===== src/rtl/npuarc_mmu_ntlb_pkg.sv =====
// Shared types for the MMU nTLB PD1 RAM access controller: controller state
// encoding and the RAM power-pin bundle.
package npuarc_mmu_ntlb_pkg;

    typedef enum logic [1:0] {
        ST_RUN   = 2'd0,
        ST_INV   = 2'd1,
        ST_SLEEP = 2'd2,
        ST_WAKE  = 2'd3
    } pd1_state_e;

    typedef struct packed {
        logic ds;
        logic sd;
        logic ls;
    } pd1_pwr_pins_t;

endpackage


===== src/rtl/npuarc_mmu_ntlb_pd1_pwr_seq.sv =====
// PD1 RAM power sequencer: drives ds/sd/ls pins, times the WAKE window and
// tells the arbiter when grants must be withheld.
// Optional light-sleep support is built when NPUARC_NTLB_PD1_LS_EN is defined.
module npuarc_mmu_ntlb_pd1_pwr_seq
    import npuarc_mmu_ntlb_pkg::*;
#(
    parameter int unsigned WAKE_CYCLES    = 3,
    parameter int unsigned IDLE_LS_CYCLES = 8
) (
    input  logic          clk,
    input  logic          rst_a,
    input  pd1_state_e    state,
    input  logic          pwr_ds_req,
    input  logic          pwr_sd_req,
    input  logic          any_req,
    input  logic          ram_cs,
    output pd1_pwr_pins_t pwr_pins,
    output logic          pwr_ack,
    output logic          sleep_exit,
    output logic          wake_done,
    output logic          pwr_block
);

    localparam int unsigned WCW = (WAKE_CYCLES > 1) ? $clog2(WAKE_CYCLES) : 1;

    logic           active;
    logic           in_run;
    logic           in_sleep;
    logic           in_wake;
    logic           ls_on;
    logic [WCW-1:0] wake_cnt;

    assign active     = !rst_a;
    assign in_run     = active && (state == ST_RUN);
    assign in_sleep   = active && (state == ST_SLEEP);
    assign in_wake    = active && (state == ST_WAKE);
    assign pwr_ack    = in_sleep;
    assign sleep_exit = in_sleep && !pwr_ds_req && !pwr_sd_req;
    assign wake_done  = in_wake && (wake_cnt == WCW'(WAKE_CYCLES - 1));

    // Count cycles spent in WAKE; restarts from zero on every entry.
    always_ff @(posedge clk) begin
        if (rst_a || !in_wake) begin
            wake_cnt <= '0;
        end else begin
            wake_cnt <= wake_cnt + 1'b1;
        end
    end

`ifdef NPUARC_NTLB_PD1_LS_EN
    localparam int unsigned ICW = (IDLE_LS_CYCLES > 1) ? $clog2(IDLE_LS_CYCLES) : 1;

    logic [ICW-1:0] idle_cnt;
    logic           ls_q;

    // Idle counter arms light sleep; any request or leaving RUN disarms it.
    always_ff @(posedge clk) begin
        if (rst_a || !in_run || any_req) begin
            idle_cnt <= '0;
            ls_q     <= 1'b0;
        end else if (!ram_cs && !ls_q) begin
            if (idle_cnt == ICW'(IDLE_LS_CYCLES - 1)) begin
                ls_q <= 1'b1;
            end else begin
                idle_cnt <= idle_cnt + 1'b1;
            end
        end
    end

    // A request arriving while in light sleep drops ls at once and costs one
    // grant-free cycle while the array wakes.
    assign ls_on     = ls_q && in_run && !any_req;
    assign pwr_block = ls_q && in_run && any_req;
`else
    logic unused_ls_in;

    assign unused_ls_in = &{1'b0, any_req, ram_cs, (IDLE_LS_CYCLES == 0)};
    assign ls_on        = 1'b0;
    assign pwr_block    = 1'b0;
`endif

    // Power pins: ds/sd only in SLEEP, shutdown wins over deep sleep.
    always_comb begin
        pwr_pins    = '0;
        pwr_pins.ls = ls_on;
        if (in_sleep) begin
            pwr_pins.sd = pwr_sd_req;
            pwr_pins.ds = pwr_ds_req && !pwr_sd_req;
        end
    end

endmodule


===== src/rtl/npuarc_mmu_ntlb_pd1_ctrl.sv =====
// MMU nTLB PD1 RAM access controller: arbitrates lookup reads, refill writes
// and the invalidate-all sweep onto the single RAM port, and hands power
// sequencing to npuarc_mmu_ntlb_pd1_pwr_seq.
// Optional light sleep: define NPUARC_NTLB_PD1_LS_EN.
module npuarc_mmu_ntlb_pd1_ctrl
    import npuarc_mmu_ntlb_pkg::*;
#(
    parameter int unsigned RAM_DATA_WIDTH = 32,
    parameter int unsigned RAM_ADDR_WIDTH = 7,
    parameter int unsigned RAM_DEPTH      = 128,
    parameter int unsigned WR_MAX_WAIT    = 4,
    parameter int unsigned WAKE_CYCLES    = 3,
    parameter int unsigned IDLE_LS_CYCLES = 8
) (
    input  logic                      clk,
    input  logic                      rst_a,
    input  logic                      lkup_req,
    input  logic [RAM_ADDR_WIDTH-1:0] lkup_addr,
    output logic                      lkup_gnt,
    output logic                      lkup_rvalid,
    output logic [RAM_DATA_WIDTH-1:0] lkup_rdata,
    input  logic                      wr_req,
    input  logic [RAM_ADDR_WIDTH-1:0] wr_addr,
    input  logic [RAM_DATA_WIDTH-1:0] wr_data,
    output logic                      wr_ack,
    input  logic                      inv_all_req,
    output logic                      inv_busy,
    output logic                      inv_done,
    input  logic                      pwr_ds_req,
    input  logic                      pwr_sd_req,
    output logic                      pwr_ack,
    output logic                      ram_cs,
    output logic                      ram_we,
    output logic [RAM_ADDR_WIDTH-1:0] ram_addr,
    output logic [RAM_DATA_WIDTH-1:0] ram_din,
    input  logic [RAM_DATA_WIDTH-1:0] ram_dout,
    output logic                      ram_ds,
    output logic                      ram_sd,
    output logic                      ram_ls
);

    localparam int unsigned WWW = $clog2(WR_MAX_WAIT + 1);

    pd1_state_e                state;
    logic [RAM_ADDR_WIDTH-1:0] inv_idx;
    logic [WWW-1:0]            wr_wait;
    logic                      inv_latched;
    logic                      rvalid_q;
    logic                      inv_done_q;

    logic                      active;
    logic                      in_run;
    logic                      inv_pend;
    logic                      any_req;
    logic                      go_inv;
    logic                      go_sleep;
    logic                      sleep_exit;
    logic                      wake_done;
    logic                      pwr_block;
    pd1_pwr_pins_t             pwr_pins;

    assign active   = !rst_a;
    assign in_run   = active && (state == ST_RUN);
    assign inv_pend = inv_all_req || inv_latched;
    assign any_req  = lkup_req || wr_req || inv_pend || pwr_ds_req || pwr_sd_req;

    npuarc_mmu_ntlb_pd1_pwr_seq #(
        .WAKE_CYCLES    (WAKE_CYCLES),
        .IDLE_LS_CYCLES (IDLE_LS_CYCLES)
    ) u_pwr_seq (
        .clk        (clk),
        .rst_a      (rst_a),
        .state      (state),
        .pwr_ds_req (pwr_ds_req),
        .pwr_sd_req (pwr_sd_req),
        .any_req    (any_req),
        .ram_cs     (ram_cs),
        .pwr_pins   (pwr_pins),
        .pwr_ack    (pwr_ack),
        .sleep_exit (sleep_exit),
        .wake_done  (wake_done),
        .pwr_block  (pwr_block)
    );

    assign ram_ds = pwr_pins.ds;
    assign ram_sd = pwr_pins.sd;
    assign ram_ls = pwr_pins.ls;

    // RUN arbitration: invalidate, starved write, lookup, write; sleep entry
    // only on a cycle that issues no access.
    always_comb begin
        lkup_gnt = 1'b0;
        wr_ack   = 1'b0;
        go_inv   = 1'b0;
        go_sleep = 1'b0;
        if (in_run) begin
            if (inv_pend) begin
                go_inv = 1'b1;
            end else if (!pwr_block) begin
                if (wr_req && (wr_wait == WWW'(WR_MAX_WAIT))) begin
                    wr_ack = 1'b1;
                end else if (lkup_req) begin
                    lkup_gnt = 1'b1;
                end else if (wr_req) begin
                    wr_ack = 1'b1;
                end
            end
            if (!inv_pend && !lkup_gnt && !wr_ack && (pwr_ds_req || pwr_sd_req)) begin
                go_sleep = 1'b1;
            end
        end
    end

    // RAM access pins follow the state and the arbitration result directly.
    always_comb begin
        ram_cs   = 1'b0;
        ram_we   = 1'b0;
        ram_addr = '0;
        ram_din  = '0;
        if (active && (state == ST_INV)) begin
            ram_cs   = 1'b1;
            ram_we   = 1'b1;
            ram_addr = inv_idx;
        end else if (lkup_gnt) begin
            ram_cs   = 1'b1;
            ram_addr = lkup_addr;
        end else if (wr_ack) begin
            ram_cs   = 1'b1;
            ram_we   = 1'b1;
            ram_addr = wr_addr;
            ram_din  = wr_data;
        end
    end

    assign inv_busy    = active && (state == ST_INV);
    assign inv_done    = active && inv_done_q;
    assign lkup_rvalid = active && rvalid_q;
    assign lkup_rdata  = lkup_rvalid ? ram_dout : '0;

    // Controller FSM; reset lands in INV so the array is cleared at power-up.
    always_ff @(posedge clk) begin
        if (rst_a) begin
            state       <= ST_INV;
            inv_idx     <= '0;
            inv_latched <= 1'b0;
            rvalid_q    <= 1'b0;
            inv_done_q  <= 1'b0;
        end else begin
            rvalid_q   <= lkup_gnt;
            inv_done_q <= 1'b0;
            case (state)
                ST_RUN: begin
                    if (go_inv) begin
                        state       <= ST_INV;
                        inv_idx     <= '0;
                        inv_latched <= 1'b0;
                    end else if (go_sleep) begin
                        state <= ST_SLEEP;
                    end
                end
                ST_INV: begin
                    inv_idx <= inv_idx + 1'b1;
                    if (inv_idx == RAM_ADDR_WIDTH'(RAM_DEPTH - 1)) begin
                        state      <= ST_RUN;
                        inv_done_q <= 1'b1;
                    end
                end
                ST_SLEEP: begin
                    if (inv_all_req) begin
                        inv_latched <= 1'b1;
                    end
                    if (sleep_exit) begin
                        state <= ST_WAKE;
                    end
                end
                ST_WAKE: begin
                    if (inv_all_req) begin
                        inv_latched <= 1'b1;
                    end
                    if (wake_done) begin
                        state <= ST_RUN;
                    end
                end
                default: state <= ST_INV;
            endcase
        end
    end

    // Consecutive lookup wins against a pending write; cleared on ack.
    always_ff @(posedge clk) begin
        if (rst_a || wr_ack || !wr_req) begin
            wr_wait <= '0;
        end else if (lkup_gnt) begin
            wr_wait <= wr_wait + 1'b1;
        end
    end

endmodule


===== config.mk =====
export PLATFORM = sky130hd
export DESIGN_NAME = npuarc_mmu_ntlb_pd1_ctrl
export DESIGN_NICKNAME = d
export VERILOG_FILES = /design/src/rtl/npuarc_mmu_ntlb_pkg.sv /design/src/rtl/npuarc_mmu_ntlb_pd1_pwr_seq.sv /design/src/rtl/npuarc_mmu_ntlb_pd1_ctrl.sv
export SDC_FILE = /design/constraint.sdc
export NUM_CORES = 1
export LEC_CHECK = 0
export ABC_AREA = 1
export CORE_UTILIZATION = 30
export CTS_BUF_LIST = sky130_fd_sc_hd__clkbuf_4
export CTS_CLUSTER_DIAMETER = 100
export DETAILED_ROUTE_END_ITERATION = 10
export PLACE_DENSITY = 0.83
export SYNTH_ARGS = -nofsm -noshare
export SYNTH_HDL_FRONTEND = slang
export SYNTH_HIERARCHICAL = 1
export SYNTH_SLANG_ARGS = --single-unit

===== constraint.sdc =====
create_clock -name clk -period 3.1 [get_ports clk]
set_input_delay 0.775 -clock clk [delete_from_list [all_inputs] [get_ports clk]]
set_output_delay 0.775 -clock clk [all_outputs]
set_load 0.01 [all_outputs]

---- Yosys cells after proc, flatten, opt, wreduce, memory -nomap -nowiden ----
Cells that the tools add are included.
W data, S select, Z words.
operators by class
  mux-type cells .......................... 40
  reductions and logical operators ........ 35
  $add $sub $neg .......................... 3
  equality and inequality tests ........... 12
  bitwise operators ....................... 1
operator list
  operator               count
  $mux W32               4
  $mux W7                4
  $mux W1                23
  $logic_and A1 B1 Y1    14
  $pmux W7 S2            1
  $mux W2                6
  $logic_not A1 Y1       8
  $pmux W2 S4            1
  $add A7 B1 Y7 const B  1
  $eq A7 B7 Y1 const B   1
  $eq A2 B2 Y1 const B   3
  $ne A2 B1 Y1 const B   3
  $logic_or A1 B1 Y1     5
  $ne A2 B2 Y1 const B   2
  $reduce_and A4 Y1      1
  $reduce_bool A2 Y1     2
  $reduce_or A2 Y1       2
  $add A3 B1 Y3 const B  1
  $eq A3 B3 Y1 const B   1
  $ne A3 B3 Y1 const B   1
  $reduce_and A3 Y1      1
  $add A2 B1 Y2 const B  1
  $eq A2 B1 Y1 const B   1
  $logic_not A2 Y1       1
  3 further kinds        3
word-level totals
  bits in registers ....................... 17
  output and inout port bits .............. 82
  bits of input ports ..................... 85
  logic and storage cells ................. 98

---- Longest topological paths before layout ----
Gate-level depths: netlist (run 1).
  depth after elaboration ................. 14
  mapped depth ............................ 11
  mapped depth without buffers ............ 11

---- By module ----
The synthesis (run 1) kept the hierarchy.
by module, submodules not included
  module                       cells each  seq. area each (um^2)  instances  area each (um^2)
  npuarc_mmu_ntlb_pd1_ctrl     287         300.3                  1          1551.5
  npuarc_mmu_ntlb_pd1_pwr_seq  22          40.0                   1          136.4

---- Worst setup path before layout (run 1) ----
Ideal clock, no wire load.
  kind .................................... input to output
  start ................................... input inv_all_req
  end ..................................... output ram_din[10]
  required time ........................... 2.325 ns
  cell stages on the path ................. 6
  data arrival time ....................... 1.669 ns
  slack ................................... 0.656 ns
  buffers on the path ..................... 1
  path through ............................ nor2_1 -> nand3_1 -> nor2_4 -> inv_4 -> buf_6 -> nor2_1
on the way
  longest elaborated chain between the ends .. 7
  elaborated cells on any way between the ends .. 10
  classes of those cells .................. mux (9); reduce/logical (1)
RTL lines
  element                RTL line                         text
  start, declared        npuarc_mmu_ntlb_pd1_ctrl.sv:26   input logic inv_all_req,
  $logic_or A1 B1 Y1     npuarc_mmu_ntlb_pd1_ctrl.sv:64   assign inv_pend = inv_all_req || inv_latched;
  $mux W1                npuarc_mmu_ntlb_pd1_ctrl.sv:97   if (inv_pend) begin
  $mux W1 (2 in series)  npuarc_mmu_ntlb_pd1_ctrl.sv:96   if (in_run) begin
  via wr_ack             npuarc_mmu_ntlb_pd1_ctrl.sv:25   output logic wr_ack,
  $mux W32               npuarc_mmu_ntlb_pd1_ctrl.sv:127  end else if (wr_ack) begin
  $mux W32               npuarc_mmu_ntlb_pd1_ctrl.sv:124  end else if (lkup_gnt) begin
  $mux W32               npuarc_mmu_ntlb_pd1_ctrl.sv:120  if (active && (state == ST_INV)) begin
  end, declared          npuarc_mmu_ntlb_pd1_ctrl.sv:35   output logic [RAM_DATA_WIDTH-1:0] ram_din,
The timed path passes the listed nets, and every way through them passes these cells. The select of a mux whose other input is x is not followed.

---- Worst setup path in the final report (run 1) ----
  start ................................... input lkup_req
  end ..................................... output ram_addr[1]
on the way
  longest elaborated chain between the ends .. 8
  elaborated cells on any way between the ends .. 13
  classes of those cells .................. mux (13)
RTL lines
  element                RTL line                         text
  start, declared        npuarc_mmu_ntlb_pd1_ctrl.sv:17   input logic lkup_req,
  $mux W1                npuarc_mmu_ntlb_pd1_ctrl.sv:102  end else if (lkup_req) begin
  $mux W1                npuarc_mmu_ntlb_pd1_ctrl.sv:100  if (wr_req && (wr_wait == WWW'(WR_MAX_WAIT))) begin
  $mux W1                npuarc_mmu_ntlb_pd1_ctrl.sv:97
  $mux W1 (2 in series)  npuarc_mmu_ntlb_pd1_ctrl.sv:96
  $mux W7                npuarc_mmu_ntlb_pd1_ctrl.sv:127
  $mux W7 (*)            npuarc_mmu_ntlb_pd1_ctrl.sv:124
  $mux W7 (*)            npuarc_mmu_ntlb_pd1_ctrl.sv:120
  end, declared          npuarc_mmu_ntlb_pd1_ctrl.sv:34   output logic [RAM_ADDR_WIDTH-1:0] ram_addr,
Mark *: on every way between the ends. The rest lies on a longest branch, timed or not. The select of a mux whose other input is x is not followed.

==> metrics, run 1 <==
layout cell share with drive strength beyond 1=10.12%; 1st-iter DRT viols=81; Initial Utilization=32.06%; clock slew at reported path FFs=0.09 ns; Final min period=3.017 ns; WL met2=3.430 mm; Post-DP HPWL=5.257 mm; IO Port Bufs=165; Min-Delay Path Depth=1; core area=5238 µm²; Pint=530.2 µW; CP arrival=2.24 ns; R2R depth=8; Clock Skew=0.01171 ns; Final ANT Viol Nets=0; area of the multi-input gates=934.6 µm²; via count=2401; area grow syn2layout=106.6%; Crit. End Element=primary output; max layer used=met4; WHS Endpoint=u_pwr_seq/wake_cnt[0]; clock latency on the worst-skew pair=0.30 ns; nets@finish=574; Yosys Warn Count=6; Worst Path Max Fanout=8; Filler cells=486; leakage=0.002191 µW; fin util=66.24%; Setup-failing EPs final=0; Row Count=26; RD Place Congestion=0.8347; MaxCap Viol Count=0; Sw Pwr=320.0 µW; Total Routing Usage GR=20.79%; Hold Slack=0.4179 ns; kind of critical path=in -> out; dpl ws=-0.2565 ns; vias in the first global route=2225; DR vias/cell=4.334; IR Drop Worst-Case VDD=0.2799 mV; FF+latch area=340.3 µm²; Final Cycle Share=97.34%; WL met1=2.323 mm; CTS tree=done; Post-Route WL=6.252 mm; FF-to-FF setup slack=1.49 ns; Final Hold Vio Count=0; outcome=finished, final reports clean; power per cell area=245.0 nW/µm²; Tot Pwr=850.2 µW; Max Buffers Root-to-Sink=2; I/O pins=167; wire per inst=11.29 µm; GR Overflow Total=0; CTS H-tree depth=1; clock root buffer master=clkbuf_4; Clock power frac=15.1%; RSZ-0062 raised after global routing=false; DRC violations left=0; DIE HEIGHT=76.82 µm; first-pass iteration count of the detailed router=4; Post-Synthesis Cells=307; Switching Fraction=37.64%; worst reg2reg startpoint=inv_idx[0]; CP Launch Type=primary input; Sink Count=17; post-route setup slack=0.08256 ns; first-pass GRT wire length=10.22 mm; Final Slew Violations=0; initial antenna violation count=0; synthesized cell area=1679 µm²; setup TNS=0 ns; total length of routed met3 wires=425 µm; Worst Hold Class=reg -> reg; total CTS buffers=3; largest net degree at the start of global routing=36; Worst Hold Launch=u_pwr_seq/wake_cnt[0]; Synth Area per Inst=5.469 µm²; RR Endpoint=state[0]; Max Freq=331.4 MHz; Reg power frac=33.2%; die width=76.82 µm; Crit path required time=2.32 ns; combinational power share=51.7%; number of antenna diodes=0; Die ar.=5901 µm²
cell type report:
type	count	share of cell area, %
well taps	70	2.524
multi-input cells	192	26.94
clock buffers	4	0.8655
inverters	89	9.845
repair buffers	182	50.02
flip-flops and latches	17	9.809
routing by layer:
| metal | GRT usage, % | vias up |
|---|---|---|
| li1 | - | 1236 |
| met1 | 21.60 | 1070 |
| met2 | 41.43 | 87 |
| met3 | 4.643 | 8 |
| met4 | 4.615 | 0 |
| met5 | 0 | - |
metrics by stage:
| step | area (µm²) | cells |
|---|---|---|
| global placement | 3486 | 548 |
| detailed placement | 3486 | 548 |
| CTS | 3442 | 553 |
| floorplan | 1683 | 308 |
| global route | 3470 | 554 |
| finish | 3470 | 554 |
worst max-delay path by stage:
stage	from	end	slack, ns	depth (start not counted)
after floorplan	inv_all_req	ram_din[10]	0.70	6
after global placement	wr_req	ram_cs	-0.25	8
after detailed placement	wr_req	ram_addr[1]	-0.26	9
after CTS	wr_req	ram_din[31]	-0.14	8
after global routing	lkup_req	ram_addr[1]	0.002	10
final	lkup_req	ram_addr[1]	0.08	10
timing repair:
action	in CTS	in global routing
buffers inserted	1	1
hold buffers	0	0
resized for setup	85	20
pin swaps	0	2
endpoints found under the setup margin	75	32
worst max-delay path, cell delays in order:
cell and delay [ns]:
clkdlybuf4s50_1 0.44, nand2_1 0.10, nand3_2 0.11, nor2_4 0.17, buf_4 0.13, buf_4 0.10, buf_12 0.10, nand2_1 0.04
o211ai_1 0.09, buf_2 0.18
sequential cells by signal (all words and copies together), names as in the netlist:
signal,count
inv_latched,1
state,2
rvalid_q,1
inv_idx,7
wr_wait,3
u_pwr_seq/wake_cnt,2
inv_done_q,1
cell usage in the layout, fill, tap and decap left out, drive strengths merged:
master	count
nand3b	1
nor2	87
dlymetal6s2s	12
and3	1
clkdlybuf4s50	85
nand3	16
o31ai	1
dfxtp	17
a211oi	1
o21bai	1
ha	4
o21ai	6
dlygate4sd2	61
buf	22
nor3	3
a2111oi	1
inv	89
or2	2
clkbuf	6
conb	2
a31oi	1
o211ai	3
a21oi	10
nand4	1
nand2	51
power groups by stage:
| stage | combinational [µW] | sequential [µW] | clock [µW] |
|---|---|---|---|
| detailed placement | 453 | 286 | 0 |
| CTS | 444 | 281 | 133 |
| floorplan | 227 | 279 | 0 |
| global placement | 443 | 284 | 0 |
| finish | 439 | 282 | 129 |
| global route | 489 | 288 | 141 |
Power figures use the tool's default switching activity.
==> run 2: changes to the inputs <==
--- a/config.mk
+++ b/config.mk
@@ -8,7 +8,7 @@
 export ABC_AREA = 1
 export CORE_UTILIZATION = 30
 export CTS_BUF_LIST = sky130_fd_sc_hd__clkbuf_4
-export CTS_CLUSTER_DIAMETER = 100
+export CTS_CLUSTER_DIAMETER = 200
 export DETAILED_ROUTE_END_ITERATION = 10
 export PLACE_DENSITY = 0.83
 export SYNTH_ARGS = -nofsm -noshare
==> results of run 2 <==
Final layout, timing and power as in run 1 (identical DEF).
